File: src/rtl/seq_mul_16_bit_pkg.sv
// Shared definitions for the sequential shift-add multiplier: state encoding,
// default operand width and the iteration-counter width derivation.
package seq_mul_16_bit_pkg;

    localparam int DEF_WIDTH = 16;

    typedef enum logic [1:0] {
        IDLE = 2'd0,
        RUN  = 2'd1,
        DONE = 2'd2
    } state_t;

    // Smallest counter width whose range exceeds the operand width.
    function automatic int calc_cnt_w(input int width);
        return $clog2(width + 1);
    endfunction

endpackage

File: src/rtl/seq_mul_16_bit_if.sv
// Request/result bundle between the multiplier and its requester.
interface seq_mul_16_bit_if #(
    parameter int WIDTH = seq_mul_16_bit_pkg::DEF_WIDTH
) ();

    logic             start;
    logic [WIDTH-1:0] a;
    logic [WIDTH-1:0] b;
    logic             busy;
    logic             done;
    logic [WIDTH-1:0] product;
    logic             ovf;

    modport master (
        output start, a, b,
        input  busy, done, product, ovf
    );

    modport slave (
        input  start, a, b,
        output busy, done, product, ovf
    );

endinterface

File: src/rtl/seq_mul_16_bit_datapath.sv
// Shift-add datapath: accumulator, multiplicand/multiplier shift registers and adder.
// Optional SEQ_MUL_EARLY_EXIT_EN adds the "remaining multiplier is zero" flag.
module seq_mul_datapath #(
    parameter int WIDTH = seq_mul_16_bit_pkg::DEF_WIDTH
) (
    input  logic               clk,
    input  logic               clr_n,
    input  logic               load,
    input  logic               step,
    input  logic [WIDTH-1:0]   a,
    input  logic [WIDTH-1:0]   b,
`ifdef SEQ_MUL_EARLY_EXIT_EN
    output logic               mplr_rest_zero,
`endif
    output logic [2*WIDTH-1:0] sum
);

    logic [2*WIDTH-1:0] acc_r;
    logic [2*WIDTH-1:0] mcand_r;
    logic [WIDTH-1:0]   mplr_r;

    // Full-width partial-product add, no truncation.
    always_comb begin
        sum = acc_r;
        if (mplr_r[0]) begin
            sum = acc_r + mcand_r;
        end else begin
            sum = acc_r;
        end
    end

`ifdef SEQ_MUL_EARLY_EXIT_EN
    assign mplr_rest_zero = ((mplr_r >> 1) == {WIDTH{1'b0}});
`endif

    // Operand capture on load, one shift-add iteration per step.
    always_ff @(posedge clk or negedge clr_n) begin
        if (!clr_n) begin
            acc_r   <= {(2*WIDTH){1'b0}};
            mcand_r <= {(2*WIDTH){1'b0}};
            mplr_r  <= {WIDTH{1'b0}};
        end else if (load) begin
            acc_r   <= {(2*WIDTH){1'b0}};
            mcand_r <= {{WIDTH{1'b0}}, a};
            mplr_r  <= b;
        end else if (step) begin
            acc_r   <= sum;
            mcand_r <= mcand_r << 1;
            mplr_r  <= mplr_r >> 1;
        end else begin
            acc_r   <= acc_r;
            mcand_r <= mcand_r;
            mplr_r  <= mplr_r;
        end
    end

endmodule

File: src/rtl/seq_mul_16_bit.sv
// Iterative unsigned multiplier top: FSM, iteration counter and held result registers.
// Optional SEQ_MUL_EARLY_EXIT_EN ends RUN once the remaining multiplier bits are zero.
module seq_mul_16_bit
    import seq_mul_16_bit_pkg::*;
#(
    parameter int WIDTH = DEF_WIDTH,
    parameter int CNT_W = calc_cnt_w(WIDTH)
) (
    input  logic              clk,
    input  logic              clr_n,
    seq_mul_16_bit_if.slave   bus
);

    state_t             state_r;
    state_t             next_state_s;
    logic [CNT_W-1:0]   cnt_r;
    logic               load_s;
    logic               step_s;
    logic               last_s;
    logic               early_s;
    logic [2*WIDTH-1:0] sum_s;
    logic [WIDTH-1:0]   product_r;
    logic               ovf_r;
    logic               busy_r;
    logic               done_r;

`ifdef SEQ_MUL_EARLY_EXIT_EN
    logic               mplr_rest_zero_s;
    assign early_s = mplr_rest_zero_s;
`else
    assign early_s = 1'b0;
`endif

    seq_mul_datapath #(.WIDTH(WIDTH)) u_datapath (
        .clk            (clk),
        .clr_n          (clr_n),
        .load           (load_s),
        .step           (step_s),
        .a              (bus.a),
        .b              (bus.b),
`ifdef SEQ_MUL_EARLY_EXIT_EN
        .mplr_rest_zero (mplr_rest_zero_s),
`endif
        .sum            (sum_s)
    );

    // Next-state and datapath strobe decode.
    always_comb begin
        next_state_s = state_r;
        load_s       = 1'b0;
        step_s       = 1'b0;
        last_s       = 1'b0;
        case (state_r)
            IDLE: begin
                if (bus.start) begin
                    load_s       = 1'b1;
                    next_state_s = RUN;
                end else begin
                    next_state_s = IDLE;
                end
            end
            RUN: begin
                step_s = 1'b1;
                if ((cnt_r == CNT_W'(WIDTH - 1)) || early_s) begin
                    last_s       = 1'b1;
                    next_state_s = DONE;
                end else begin
                    next_state_s = RUN;
                end
            end
            DONE: begin
                next_state_s = IDLE;
            end
            default: begin
                next_state_s = IDLE;
            end
        endcase
    end

    // State, counter and result registers; busy/done registered from next state.
    always_ff @(posedge clk or negedge clr_n) begin
        if (!clr_n) begin
            state_r   <= IDLE;
            cnt_r     <= {CNT_W{1'b0}};
            product_r <= {WIDTH{1'b0}};
            ovf_r     <= 1'b0;
            busy_r    <= 1'b0;
            done_r    <= 1'b0;
        end else begin
            state_r <= next_state_s;
            busy_r  <= (next_state_s != IDLE);
            done_r  <= (next_state_s == DONE);
            if (load_s) begin
                cnt_r <= {CNT_W{1'b0}};
            end else if (step_s) begin
                cnt_r <= cnt_r + CNT_W'(1);
            end else begin
                cnt_r <= cnt_r;
            end
            if (last_s) begin
                product_r <= sum_s[WIDTH-1:0];
                ovf_r     <= |sum_s[2*WIDTH-1:WIDTH];
            end else begin
                product_r <= product_r;
                ovf_r     <= ovf_r;
            end
        end
    end

    assign bus.busy    = busy_r;
    assign bus.done    = done_r;
    assign bus.product = product_r;
    assign bus.ovf     = ovf_r;

endmodule

File: src/flat_wrapper.sv
// flat-port wrapper written by rule: the top's interface ports become plain ports
module seq_mul_16_bit_flat import seq_mul_16_bit_pkg::*;
#(
    parameter int WIDTH = DEF_WIDTH,
    parameter int CNT_W = calc_cnt_w(WIDTH)
)
  (clk, clr_n, bus_start, bus_a, bus_b, bus_busy, bus_done, bus_product, bus_ovf);
  seq_mul_16_bit_if #(.WIDTH(WIDTH)) bus_i ();
  input  logic clk;
  input  logic clr_n;
  input wire logic [$bits(bus_i.start)-1:0] bus_start;
  input wire logic [$bits(bus_i.a)-1:0] bus_a;
  input wire logic [$bits(bus_i.b)-1:0] bus_b;
  output wire logic [$bits(bus_i.busy)-1:0] bus_busy;
  output wire logic [$bits(bus_i.done)-1:0] bus_done;
  output wire logic [$bits(bus_i.product)-1:0] bus_product;
  output wire logic [$bits(bus_i.ovf)-1:0] bus_ovf;
  assign bus_i.start = bus_start;
  assign bus_i.a = bus_a;
  assign bus_i.b = bus_b;
  assign bus_busy = bus_i.busy;
  assign bus_done = bus_i.done;
  assign bus_product = bus_i.product;
  assign bus_ovf = bus_i.ovf;
  seq_mul_16_bit #(.WIDTH(WIDTH), .CNT_W(CNT_W)) u_core (.clk(clk), .clr_n(clr_n), .bus(bus_i));
endmodule
File: config.mk
export PLATFORM = sky130hd
export DESIGN_NAME = seq_mul_16_bit_flat
export DESIGN_NICKNAME = d
export VERILOG_FILES = /design/src/rtl/seq_mul_16_bit_pkg.sv /design/src/rtl/seq_mul_16_bit_if.sv /design/src/rtl/seq_mul_16_bit_datapath.sv /design/src/rtl/seq_mul_16_bit.sv /design/src/flat_wrapper.sv
export SDC_FILE = /design/constraint.sdc
export NUM_CORES = 1
export LEC_CHECK = 0
export CAP_MARGIN = 20
export CELL_PAD_IN_SITES_DETAIL_PLACEMENT = 0
export CELL_PAD_IN_SITES_GLOBAL_PLACEMENT = 1
export CORE_MARGIN = 10
export CORE_UTILIZATION = 46
export CTS_BUF_LIST = sky130_fd_sc_hd__clkbuf_4
export DETAILED_ROUTE_END_ITERATION = 7
export DONT_BUFFER_PORTS = 1
export PLACE_DENSITY = 0.8
export SYNTH_ARGS = -nofsm -noshare
export SYNTH_HDL_FRONTEND = slang
export SYNTH_SLANG_ARGS = --single-unit
File: constraint.sdc
create_clock -name clk -period 3 [get_ports clk]
set_clock_uncertainty 0.1 [all_clocks]
set_input_delay 0.3 -clock clk [delete_from_list [all_inputs] [get_ports clk]]
set_output_delay 0.3 -clock clk [all_outputs]
set_load 0.01 [all_outputs]
[Yosys cells after proc, flatten, opt, wreduce, memory -nomap -nowiden]
Cells that the tools add are included.
Word-level totals
  bits in registers: 106
  input port bits: 35
  output and inout port bits: 19
  logic and storage cells: 35
Cells by class
  $add $sub $neg: 2
  equal/unequal tests: 3
  mux-type cells: 17
  reductions and logical operators: 4
Operators with widths (number)
  $mux 32: 5
  $add 32x32->32: 1
  $mux 16: 2
  $reduce_or 16->1: 1
  $mux 5: 2
  $mux 1: 6
  $add 5x1->5 const B: 1
  $eq 5x4->1 const B: 1
  $pmux 2 s2: 1
  $reduce_bool 2->1: 2
  $eq 2x1->1 const B: 1
  $eq 2x2->1 const B: 1
  $logic_not 2->1: 1
  $mux 2: 1

[Depth between registers and ports, before layout]
  depth after elaboration: 4
  depth in mapped cells: 12

[By module]
Synthesis repeated with hierarchy kept, for this count alone.
Unflattened totals
  cell total of the unflattened synthesis: 658
  area total of the unflattened synthesis: 6510.0 um2
Modules (own cells, without submodules)
  seq_mul_datapath: instances 1, cells an instance 584, area an instance 5407.7 um2, sequential area each 2001.9 um2
  seq_mul_16_bit: instances 1, cells an instance 74, area an instance 1102.3 um2, sequential area each 650.6 um2

[Worst setup path before layout]
OpenSTA, ideal clock, no wires.
  kind: reg2reg
  from: register u_core.u_datapath.acc_r[0]
  to: register u_core.ovf_r, in the netlist u_core.bus.ovf
  setup time: 121 ps
  data arrival time: 2973 ps
  required time: 2779 ps
  setup slack: -194 ps
  cell stages (with the launch flop): 13
  buffers on the path: 0
  path through: dfrtp_1 -> ha_1 -> fa_1 -> a21oi_1 -> nand4b_1 -> a21oi_1 -> or2_4 -> a21oi_4 -> xnor2_1 -> or4_4 -> a2111oi_4 -> o211ai_1 -> o22a_1
Between the ends
  cells in the longest elaborated chain, start to end: 3
Ends and longest elaborated chain
  start, declared: RTL line seq_mul_16_bit_datapath.sv:18  | logic [2*WIDTH-1:0] acc_r;
  start signal, assigned: RTL line seq_mul_16_bit_datapath.sv:39  | acc_r <= {(2*WIDTH){1'b0}};
  start signal, assigned: RTL line seq_mul_16_bit_datapath.sv:43  | acc_r <= {(2*WIDTH){1'b0}};
  start signal, assigned: RTL line seq_mul_16_bit_datapath.sv:47  | acc_r <= sum;
  $add 32x32->32: RTL line seq_mul_16_bit_datapath.sv:26  | sum = acc_r + mcand_r;
  $mux 32: RTL line seq_mul_16_bit_datapath.sv:25  | if (mplr_r[0]) begin
  $reduce_or 16->1: RTL line seq_mul_16_bit.sv:102  | ovf_r <= |sum_s[2*WIDTH-1:WIDTH];
  end signal, assigned: RTL line seq_mul_16_bit.sv:102
  end signal, assigned: RTL line seq_mul_16_bit.sv:105  | ovf_r <= ovf_r;
  end, declared: RTL line seq_mul_16_bit.sv:23  | logic ovf_r;
No other way between the ends.
A chain may end at the register's enable or synchronous reset.

[Final worst setup path]
Same ends and word-level chain as after synthesis.

==> flow_summary.toml <==
[critical_path]
critPathKind = "reg2reg"
r2r_start = "u_core.u_datapath.acc_r[0]"
cp-startpoint = "u_core.u_datapath.acc_r[0]"
crit_path_end = "u_core.bus.ovf"
critPathArrivalTime_ns = 3.48
worstPathMaxFanout = 3
cp.required_ns = 3.31
worst-r2r-setup-slack_ns = -0.17
cp-start-kind = "register"
crit_path_end_kind = "register"
r2r_cells = 12
rr_endpoint = "u_core.bus.ovf"

[floorplan]
start_util_pct = 46.5
die_height_um = 135
num_rows = 42
die-area_sq_um = 18300
die_x_um = 135
core-area_sq_um = 13100
ios = 54

[synth]
yosysMostFrequentCell = "nand2_1"
synth_area_per_cell_sq_um = 9.13
synth_fp_nets = 738
yosysTopAreaCellShare_pct = 43.4
synth_ff_type = "dfrtp_1"
seq_area_frac_synth_pct = 43.4
synth-edff-count = 0
ys.warnings.count = 0
synth_area_leaders = "dfrtp_1, nand2_1, ha_1, o21ai_0, a22oi_1"
synth_common_cells = "nand2_1, dfrtp_1, o21ai_0, clkbuf_1, ha_1"
ys_ff_latch = 106
ys_types = 61
async_flop_share_pct = 100
syn_inst = 669
yosysTopAreaCell = "dfrtp_1"
syn_area_sq_um = 6110

[place]
numPortBuffers = 0
place_ws_ns = -0.265
dpl_cell_area_sq_um = 7110
gp_congestion = 0.914
dpl.hpwl_um = 12600

[pwr]
clkPwrFrac_pct = 7.4
power_uw = 9550
internal-power_uw = 5250
p_switching_uw = 4300
p_leak_uw = 0.00370
irDropWorstVdd_mv = 0.595
cellPowerDensity_nw_per_um2 = 1220
share_comb_of_total_power_pct = 65.4
p_seq_share_pct = 27.2
netSwitchingFraction_pct = 45.0

[route]
drt_iter0_drc = 362
antenna_left = 0
routedWlPerCell_um = 17.8
wl_met3_um = 981
drc_errors = 0
firstDrtPassIters = 5
drt_wl_total_um = 17500
vias = 5533
routed.top_layer = "met4"
wirelength_met1_um = 8210
met2WireLength_um = 8060
routed_via_density = 5.63

[finish]
syn2layout_area_growth_pct = 27.7
design_area_sq_um = 7800
num-nets-final = 869
drive_gt1_share_pct = 22.5

[outcome]
status = "complete, but fails checks"
failed_checks = "negative setup slack"

[clocking]
numCtsBuffers = 9
clock_path_buffers = 2
cts_max_level = 3
worstSkewPairLatency_ns = 0.49
clock-sinks = 106
path_clk_slew_ns = 0.17
cts-root-buf = "clkbuf_4"
cts_tree = "yes"

[global_route]
grt_pass1_vias = 5384
grt_overflow = 0
antenna_found_initial = 1
grt_pass1_wl_um = 28300
grt_max_degree = 107
grt_use_total_pct = 19.2

[timing]
worstMarginPinSlew_ns = 0.567
layout_min_cycle_time_ns = 3.17
setup_ws_ns = -0.172
rsz0062_at_grt = "true"
fmax_mhz = 315
final_max_slew_viol_count = 0
final_hold_viol_count = 0
period_share_pct = 106
slew_headroom_pct = 62.2
setup_viol = 1

[flow_run]
max-cap-violations = 0

[hold_path]
hp-class = "in2reg"
state kept, by name, indices dropped and copies added (netlist names):
name	flops
u_core.bus.busy	1
u_core.bus.done	1
u_core.bus.ovf	1
u_core.bus.product	16
u_core.cnt_r	5
u_core.state_r	2
u_core.u_datapath.acc_r	32
u_core.u_datapath.mcand_r	32
u_core.u_datapath.mplr_r	16
final cells by class:
type	count	area, sq um
multi-input combinational	514	3480
antenna	1	2.50
fill	1170	5340
timing repair buffer	158	1290
tap	176	220
sequential	106	2650
inverter	11	41.3
clock buffer	11	82.6
clock inverter	5	37.5
kinds of logic after synthesis:
family,synth area share (%)
XOR/XNOR,3.87
buffers and inverters,3.15
adder cells (fa/ha/maj),7.09
multiplexers,3.30
AO/OA/AOI/OAI,23.1
AND/OR/NAND/NOR,16.1
flip-flops,43.4
layout by cell type (no fill, tap or decap), types with 18 or more instances in the layout:
cell | Yosys | final
a21oi_1 | 27 | 23
nor2_1 | 20 | 19
mux2i_1 | 19 | 18
nand2_1 | 155 | 155
buf_4 | 0 | 124
a22oi_1 | 31 | 30
dfrtp_1 | 106 | 106
o21ai_0 | 69 | 62
ha_1 | 33 | 24
dlygate4sd3_1 | 0 | 33
power by group through the flow:
stage	sequential (uW)	clock, uW	combinational (uW)
floorplan	2460	0	3550
global placement	2570	0	5710
detailed placement	2590	0	5820
CTS	2570	730	5950
global route	2670	775	6860
finish	2590	707	6250
repair_timing:
| action | CTS | global route |
|---|---|---|
| endpoints found under the hold margin | 138 | 0 |
| setup buffers | 0 | 4 |
| gates resized for setup | 6 | 27 |
| pin swaps | 4 | 10 |
| setup endpoints to repair | 3 | 6 |
| hold buffers | 34 | 0 |
stage by stage:
stage	std cells	TNS [ns]	hold WS, ns	util, %
after detailed placement	927	-0.385	-0.0920	54.1
after global routing	981	-0.503	0.205	59.4
after global placement	927	-0.214	-0.0923	54.1
final	982	-0.172	0.206	59.4
after floorplan	669	-0.102	-0.0956	-
after CTS	977	-0.180	0.176	58.0
how the worst min path moves through the flow:
stage / depth (start not counted) / endpoint / slack, ns / start
2_1_floorplan: 0 / u_core.bus.busy / -0.1 / clr_n
3_3_place_gp: 0 / u_core.bus.done / -0.09 / clr_n
3_5_place_dp: 0 / u_core.bus.done / -0.09 / clr_n
4_1_cts: 3 / u_core.u_datapath.mcand_r[23] / 0.18 / bus_start
5_1_grt: 3 / u_core.u_datapath.mcand_r[30] / 0.21 / bus_start
6_report: 3 / u_core.u_datapath.mcand_r[17] / 0.21 / bus_start
routing by layer:
layer  global-route usage (%)  up-vias
met3                     4.12       19
met2                     29.7      151
li1                         -     2671
met4                     5.56        0
met1                     26.4     2692
met5                        0        -
critical path, cell delays in order (launching register included):
cell	delay [ns]
dfrtp_1	0.41
ha_2	0.20
fa_2	0.35
a21oi_2	0.14
nand4b_1	0.15
a21oi_2	0.09
or2_4	0.26
a21oi_4	0.20
xnor2_2	0.09
or4_4	0.50
a2111oi_4	0.31
o211ai_1	0.13
o22a_1	0.17
(Power assumes the default switching activity.)
